===== src/rtl/lsu_mem_arbiter.sv =====
// Two-requester LSU/loader arbiter in front of a single-port word memory.
// Optional round-robin arbitration: define LSU_ARB_ROUND_ROBIN_EN.
module lsu_mem_arbiter #(
    parameter int ADDRBIT = 16
) (
    input  logic               i_clk,
    input  logic               i_reset_n,

    input  logic               i_r0_req,
    input  logic               i_r0_we,
    input  logic [31:0]        i_r0_addr,
    input  logic [31:0]        i_r0_wdata,
    input  logic [1:0]         i_r0_op,
    input  logic               i_r0_un,
    output logic               o_r0_gnt,
    output logic               o_r0_done,
    output logic               o_r0_err,
    output logic [31:0]        o_r0_rdata,

    input  logic               i_r1_req,
    input  logic               i_r1_we,
    input  logic [31:0]        i_r1_addr,
    input  logic [31:0]        i_r1_wdata,
    input  logic [1:0]         i_r1_op,
    input  logic               i_r1_un,
    output logic               o_r1_gnt,
    output logic               o_r1_done,
    output logic               o_r1_err,
    output logic [31:0]        o_r1_rdata,

    output logic [ADDRBIT-3:0] o_mem_addr,
    output logic [31:0]        o_mem_wdata,
    output logic               o_mem_wren,
    input  logic [31:0]        i_mem_rdata,

    output logic               o_busy
);

    localparam logic [2:0] IDLE    = 3'd0;
    localparam logic [2:0] ISSUE   = 3'd1;
    localparam logic [2:0] CAPTURE = 3'd2;
    localparam logic [2:0] WRITE   = 3'd3;
    localparam logic [2:0] DONE    = 3'd4;

    logic [2:0]         state;
    logic [2:0]         state_nx;
    logic               own;
    logic               we_q;
    logic               un_q;
    logic               err_q;
    logic [1:0]         op_q;
    logic [ADDRBIT-1:0] addr_q;
    logic [31:0]        data_q;

    logic               any_req;
    logic               sel;
    logic               grant;
    logic               fault;
    logic               sel_we;
    logic               sel_un;
    logic [1:0]         sel_op;
    logic [31:0]        sel_addr;
    logic [31:0]        sel_wdata;
    logic [31:0]        rd;

    // Load formatting: pick the addressed half/byte and extend it.
    function automatic logic [31:0] fmt_load(
        input logic [31:0] w,
        input logic [1:0]  op,
        input logic        un,
        input logic [1:0]  a
    );
        logic [15:0] h;
        logic [7:0]  b;
        h = a[1] ? w[31:16] : w[15:0];
        b = a[0] ? h[15:8] : h[7:0];
        if (!op[1])
            fmt_load = w;
        else if (!op[0])
            fmt_load = {{16{h[15] & ~un}}, h};
        else
            fmt_load = {{24{b[7] & ~un}}, b};
    endfunction

    // Store merge: replace only the addressed half/byte of the read word.
    function automatic logic [31:0] merge(
        input logic [31:0] w,
        input logic [15:0] d,
        input logic [1:0]  op,
        input logic [1:0]  a
    );
        if (!op[0]) begin
            merge = a[1] ? {d, w[15:0]} : {w[31:16], d};
        end else begin
            case (a)
                2'd0:    merge = {w[31:8], d[7:0]};
                2'd1:    merge = {w[31:16], d[7:0], w[7:0]};
                2'd2:    merge = {w[31:24], d[7:0], w[15:0]};
                default: merge = {d[7:0], w[23:0]};
            endcase
        end
    endfunction

    assign any_req = i_r0_req | i_r1_req;

`ifdef LSU_ARB_ROUND_ROBIN_EN
    logic last_q;

    assign sel = (i_r0_req & i_r1_req) ? ~last_q : i_r1_req;

    // Remember which requester was granted last; starts as "1".
    always_ff @(posedge i_clk or negedge i_reset_n) begin
        if (!i_reset_n)
            last_q <= 1'b1;
        else if (grant)
            last_q <= sel;
    end
`else
    assign sel = ~i_r0_req;
`endif

    assign grant     = i_reset_n & (state == IDLE) & any_req;
    assign sel_we    = sel ? i_r1_we    : i_r0_we;
    assign sel_un    = sel ? i_r1_un    : i_r0_un;
    assign sel_op    = sel ? i_r1_op    : i_r0_op;
    assign sel_addr  = sel ? i_r1_addr  : i_r0_addr;
    assign sel_wdata = sel ? i_r1_wdata : i_r0_wdata;
    assign fault     = (sel_addr >> ADDRBIT) != 32'd0;

    // Next-state selection for the transaction sequencer.
    always_comb begin
        state_nx = state;
        unique case (state)
            IDLE: begin
                if (grant) begin
                    if (fault)
                        state_nx = DONE;
                    else if (sel_we && !sel_op[1])
                        state_nx = WRITE;
                    else
                        state_nx = ISSUE;
                end
            end
            ISSUE:   state_nx = CAPTURE;
            CAPTURE: state_nx = we_q ? WRITE : DONE;
            WRITE:   state_nx = DONE;
            DONE:    state_nx = IDLE;
            default: state_nx = IDLE;
        endcase
    end

    // State register plus the latched transaction and its data word.
    always_ff @(posedge i_clk or negedge i_reset_n) begin
        if (!i_reset_n) begin
            state  <= IDLE;
            own    <= 1'b0;
            we_q   <= 1'b0;
            un_q   <= 1'b0;
            err_q  <= 1'b0;
            op_q   <= 2'b00;
            addr_q <= '0;
            data_q <= 32'd0;
        end else begin
            state <= state_nx;
            if (grant) begin
                own    <= sel;
                we_q   <= sel_we;
                un_q   <= sel_un;
                err_q  <= fault;
                op_q   <= sel_op;
                addr_q <= sel_addr[ADDRBIT-1:0];
                data_q <= sel_wdata;
            end else if (state == CAPTURE) begin
                if (we_q)
                    data_q <= merge(i_mem_rdata, data_q[15:0],
                                    op_q, addr_q[1:0]);
                else
                    data_q <= fmt_load(i_mem_rdata, op_q, un_q,
                                       addr_q[1:0]);
            end
        end
    end

    assign rd = (we_q | err_q) ? 32'd0 : data_q;

    assign o_r0_gnt   = grant & ~sel;
    assign o_r1_gnt   = grant & sel;
    assign o_r0_done  = (state == DONE) & ~own;
    assign o_r1_done  = (state == DONE) & own;
    assign o_r0_err   = o_r0_done & err_q;
    assign o_r1_err   = o_r1_done & err_q;
    assign o_r0_rdata = o_r0_done ? rd : 32'd0;
    assign o_r1_rdata = o_r1_done ? rd : 32'd0;

    assign o_mem_addr  = addr_q[ADDRBIT-1:2];
    assign o_mem_wdata = data_q;
    assign o_mem_wren  = (state == WRITE);
    assign o_busy      = (state != IDLE);

endmodule


===== config.mk =====
export PLATFORM = sky130hd
export DESIGN_NAME = lsu_mem_arbiter
export DESIGN_NICKNAME = d
export VERILOG_FILES = /design/src/rtl/lsu_mem_arbiter.sv
export SDC_FILE = /design/constraint.sdc
export NUM_CORES = 1
export LEC_CHECK = 0
export CORE_AREA = 8 8 154 98
export DETAILED_ROUTE_END_ITERATION = 10
export DIE_AREA = 0 0 162 106
export PLACE_DENSITY_LB_ADDON = 0.2
export SLEW_MARGIN = 20
export SYNTH_ARGS = -nofsm -noshare
export SYNTH_HDL_FRONTEND = slang
export SYNTH_SLANG_ARGS = --single-unit

===== constraint.sdc =====
create_clock -name i_clk -period 2.4 [get_ports i_clk]
set_input_delay 0.36 -clock i_clk [delete_from_list [all_inputs] [get_ports i_clk]]
set_output_delay 0.36 -clock i_clk [all_outputs]
set_load 0.05 [all_outputs]

==> flow_summary_export.csv, run 1 <==
group,metric,value,unit
power,leakagePower,3.55,nW
yosys,async_reset_ff_frac,1.00,
routing,vias_per_cell,5.98,
final_layout,mostFrequentLayoutCell,"clkdlybuf4s50_1",
floorplanning,core-area,0.0130,sq mm
sta,setup_slack,0.0337,ns
worst_setup_path,worstRegToRegCells,5,
sta,finalHoldViolations,0,
worst_setup_path,crit_chain,"nor2_2 > nand2_1 > nor4_4 > buf_4 > and2_1 > buf_12",
placement,place_ws,-0.0352,ns
global_routing,grt_max_degree,38,
sta,min_period,2.37,ns
floorplanning,io_pins,290,
sta,fmax,0.423,GHz
clocking,clock_latency,0.34,ns
placement,place_congestion,0.933,
sta,rsz0062_at_grt,"yes",
yosys,synthCells,603,
clocking,clk_pin_slew_worst_paths,0.05,ns
yosys,syn-num-nets,775,
sta,clock_skew,0.00528,ns
routing,drc,0,
floorplanning,num_rows,33,
worst_setup_path,critPathKind,"flip-flop to output port",
worst_setup_path,cp_data_arrival_time,2.01,ns
global_routing,grt_use_total,0.295,
floorplanning,die-area,0.0172,sq mm
final_layout,final_cell_mix,"clkdlybuf4s50_1, buf_12, and2_1, dfrtp_1, o21ai_0",
sta,post-route-period-util,0.986,
yosys,synth.distinct_cells,52,
routing,wl,26300,microns
final_layout,fin_area,0.00903,sq mm
placement,post_dp_cell_area,0.00866,sq mm
sta,worstMarginPinSlew,0.686,ns
yosys,synth_area,0.00486,sq mm
yosys,avgSynthCellArea,8.06,sq um
flow_run,max-cap-violations,0,
routing,firstDrtPassIters,6,
global_routing,grt-ovfl-total,0,
global_routing,antenna_found_initial,1,
global_routing,grt_pass1_wl,39300,microns
floorplanning,fp.dieW,162,microns
placement,hpwl,21000,microns
worst_setup_path,critPathMaxFanout,15,
clocking,cts_tree,"built",
routing,drt-initial-drc-count,717,
worst_setup_path,cp-end-kind,"output port",
placement,port_buffers,289,
floorplanning,die_height,106,microns
power,p_per_area,674,mW/mm^2
worst_setup_path,cp-start-kind,"flip-flop",
final_layout,post_route_cells_drive_above_1_share,0.175,
routing,wl_per_cell,24.8,microns
clocking,cts_buffers,9,
worst_setup_path,ff2ff_setup_slack,0.16,ns
clocking,clock_sinks,57,
yosys,ys_warn_count,0,
worst_setup_path,slowest_delay,0.48,ns
clocking,cts_root_buf,"clkbuf_16",
clocking,cts_buffer_depth,2,
global_routing,grt_pass1_vias,6452,
routing,postRouteAntennaNets,0,
routing,vias,6331,
final_layout,nets,1050,
yosys,ys.flop_type,"dfrtp_1",
floorplanning,initial_utilization,0.373,
sta,setup_viol,0,
run_status,outcome,"completed",
yosys,ys_seq_elements,57,
yosys,synth_edf_count,0,
sta,relSlewSlack,0.543,
worst_setup_path,required,2.04,ns
yosys,ys_seq_area_frac,0.293,
final_layout,syn2layout_area_growth,85.7,%
clocking,htreeDepth,3,
sta,slew_violations,0,
power,peakVddDrop,0.000360,V
hold_path,worstHoldPathType,"primary input to asynchronous set/reset pin",
worst_setup_path,slowest_stage,"dfrtp_2",
state kept, by name, indices dropped and copies added, names as in the netlist:
name,count
own,1
we_q,1
addr_q,16
err_q,1
op_q,2
un_q,1
o_mem_wdata,32
state,3
area by class of cell:
type | instances | area [sq um]
Antenna cell | 1 | 2.50
Clock buffer | 12 | 256
Clock inverter | 3 | 40.0
Fill cell | 1046 | 4020
Inverter | 13 | 48.8
Multi-Input combinational cell | 463 | 3100
Sequential cell | 57 | 1430
Tap cell | 175 | 219
Timing Repair Buffer | 334 | 3930
final timing paths:
kind                            startpoint        endpoint
max in group asynchronous        i_reset_n            we_q
min in group i_clk               i_reset_n             own
worst max-delay path              state[1]   o_r0_rdata[1]
worst min-delay path             i_reset_n        state[0]
worst min register to register   addr_q[3]       addr_q[3]
worst max register to register    state[1]  o_mem_wdata[7]
per-stage QoR:
step	std cells	setup TNS, ns	power, W	util	hold slack, ns
final	1058	0	0.00609	0.692	0.0570
after global placement	1041	0	0.00466	0.664	0.401
after detailed placement	1041	-0.0352	0.00472	0.664	0.410
after floorplan	603	-2.05	0.00331	-	0.0644
after global routing	1058	-0.216	0.00633	0.692	0.0827
after CTS	1056	-0.0144	0.00604	0.689	0.0532
critical path: cells and delay by family (launching register included):
family	cells	cell delay [ns]
flip-flops	1	0.48
AND/OR/NAND/NOR	4	0.77
buffers and inverters	2	0.41
layer usage:
layer  global-route usage  routed length (microns)
met5                    0                        0
met4               0.0717                      455
met3                0.115                     3100
met2                0.463                    12000
met1                0.376                    10700
kinds of logic after synthesis:
kind of cell / after synthesis / synth area share
compound gates: 236 / 0.346
simple gates: 202 / 0.226
buf+inv: 83 / 0.0829
flops: 57 / 0.293
mux: 25 / 0.0522
power breakdown:
| part | total (W) | switching, W | internal, W |
|---|---|---|---|
| Clock | 0.00130 | 0.000451 | 0.000850 |
| Sequential | 0.00150 | 0.000316 | 0.00119 |
| Combinational | 0.00328 | 0.00198 | 0.00130 |
cells in the mapped netlist, types with 12 or more instances:
| cell type | count | area (sq um) |
|---|---|---|
| buf_4 | 14 | 105 |
| dfrtp_1 | 57 | 1430 |
| a31oi_1 | 21 | 131 |
| a221o_1 | 15 | 150 |
| inv_1 | 12 | 45.0 |
| nor2b_1 | 20 | 125 |
| clkbuf_1 | 34 | 128 |
| mux2i_1 | 22 | 220 |
| buf_2 | 13 | 65.1 |
| o21ai_0 | 51 | 255 |
| and2_1 | 64 | 400 |
| a22oi_1 | 25 | 188 |
| a21oi_1 | 31 | 155 |
| nor2_1 | 45 | 169 |
| nor4_1 | 14 | 87.6 |
| a221oi_1 | 17 | 149 |
| nand2_1 | 27 | 101 |
repair_timing:
action,in CTS,in global routing
gates resized for setup,4,11
hold buffers,0,0
endpoints found under the setup margin,38,60
setup buffers,0,1
pin swaps,0,1
Power figures use the tool's default switching activity.
==> run 2, diff against run 1 <==
- SETUP_SLACK_MARGIN: default -> 0.02
==> flow_summary_export.csv, run 2 (synthesis gave the netlist of run 1 again) <==
group,metric,value,unit
routing,vias,6413,
floorplanning,io_pins,290,
worst_setup_path,critPathMaxFanout,6,
power,p_per_area,671,mW/mm^2
worst_setup_path,worst-path-stages,2,
final_layout,post_route_cells_drive_above_1_share,0.179,
sta,fmax,0.437,GHz
worst_setup_path,cp-end-kind,"output port",
clocking,cts_buffers,9,
routing,drt-initial-drc-count,692,
final_layout,final_cell_mix,"clkdlybuf4s50_1, buf_12, and2_1, dfrtp_1, o21ai_0",
floorplanning,die-area,0.0172,sq mm
routing,drc,0,
worst_setup_path,worstRegToRegCells,5,
sta,worstMarginPinSlew,0.691,ns
clocking,cts_root_buf,"clkbuf_16",
clocking,clk_pin_slew_worst_paths,0.05,ns
flow_run,max-cap-violations,0,
final_layout,instances_no_fill,1064,
global_routing,grt_use_total,0.295,
routing,wl_per_cell,24.7,microns
global_routing,grt_pass1_wl,39300,microns
clocking,htreeDepth,3,
clocking,clock_sinks,57,
placement,port_buffers,289,
placement,place_inst,1041,
worst_setup_path,cp_num_buf_inv,1,
worst_setup_path,required,2.04,ns
placement,place_congestion,0.933,
sta,setup-tns-final,0,ns
worst_setup_path,slowest_delay,0.72,ns
routing,vias_per_cell,6.03,
floorplanning,num_rows,33,
worst_setup_path,path_delay_family,"buffers and inverters",
worst_setup_path,critPathKind,"flip-flop to output port",
sta,slew_violations,0,
global_routing,antenna_found_initial,1,
global_routing,grt_max_degree,38,
final_layout,nets,1056,
power,total_power,0.00609,W
sta,relSlewSlack,0.539,
final_layout,fill_cells,1040,
global_routing,grt_pass1_vias,6452,
sta,finalHoldViolations,0,
worst_setup_path,cp-start-kind,"flip-flop",
worst_setup_path,crit_chain,"or3_1 > clkdlybuf4s50_1",
final_layout,syn2layout_area_growth,86.6,%
run_status,outcome,"completed",
worst_setup_path,cp_data_arrival_time,1.93,ns
routing,firstDrtPassIters,5,
floorplanning,fp.dieW,162,microns
sta,post-route-period-util,0.953,
clocking,cts_buffer_depth,2,
power,leakagePower,3.58,nW
power,peakVddDrop,0.000360,V
sta,setup_viol,0,
routing,wl,26300,microns
floorplanning,die_height,106,microns
sta,rsz0062_at_grt,"no",
routing,postRouteAntennaNets,0,
sta,clock_skew,0.00465,ns
global_routing,grt-ovfl-total,0,
worst_setup_path,slowest_stage,"clkdlybuf4s50_1",
clocking,clock_latency,0.34,ns
final_layout,largest_reg_flops,32,
final_layout,post-route-util,0.695,
placement,hpwl,21000,microns
hold_path,worstHoldPathType,"primary input to asynchronous set/reset pin",
final_layout,mostFrequentLayoutCell,"clkdlybuf4s50_1",
clocking,cts_tree,"built",
floorplanning,initial_utilization,0.373,
sta,min_period,2.29,ns
floorplanning,core-area,0.0130,sq mm
## run 2: cell type report
| type | count | area [sq um] | share of cell area |
|---|---|---|---|
| Multi-Input combinational cell | 463 | 3100 | 0.342 |
| Clock inverter | 3 | 40.0 | 0.00441 |
| Sequential cell | 57 | 1430 | 0.158 |
| Inverter | 13 | 48.8 | 0.00538 |
| Tap cell | 175 | 219 | 0.0241 |
| Antenna cell | 1 | 2.50 | 0.000276 |
| Timing Repair Buffer | 340 | 3970 | 0.438 |
| Clock buffer | 12 | 256 | 0.0283 |
## run 2: layer usage
metal,up-vias,GRT usage,part of all wire
met5,-,0,0
met4,0,0.0717,0.018
met3,39,0.115,0.12
met2,427,0.463,0.45
met1,3089,0.375,0.41
li1,2858,-,-
## run 2: per-stage QoR
step,worst slack [ns],hold WS [ns],instance area [sq um]
final,0.113,0.0606,9070
after global routing,0.0307,0.0832,9070
after CTS,0.00758,0.0532,8990
after detailed placement,-0.0352,0.410,8660
after global placement,0.0636,0.401,8660
after floorplan,-0.342,0.0644,4860
## run 2: worst paths after layout
path                       slack [ns]      start             end
setup / recovery                 0.11   state[1]          o_busy
hold / removal                   0.06  i_reset_n        state[0]
setup reg to reg                 0.16   state[2]  o_mem_wdata[7]
hold reg to reg                  0.55  addr_q[2]       addr_q[2]
max in group asynchronous        1.90  i_reset_n            we_q
min in group i_clk               0.55  addr_q[2]       addr_q[2]
## run 2: what timing repair did
item                       4_1_cts  5_1_grt
resized for setup                6        9
pin swaps                        0        3
hold buffers                     0        0
setup endpoints to repair       56       62
setup buffers                    0        7
## run 2: power breakdown
part           total (W)  internal, W  switching [W]
clock network    0.00130     0.000850       0.000453
registers        0.00150      0.00119       0.000315
logic            0.00329      0.00130        0.00198
total            0.00609      0.00334        0.00275
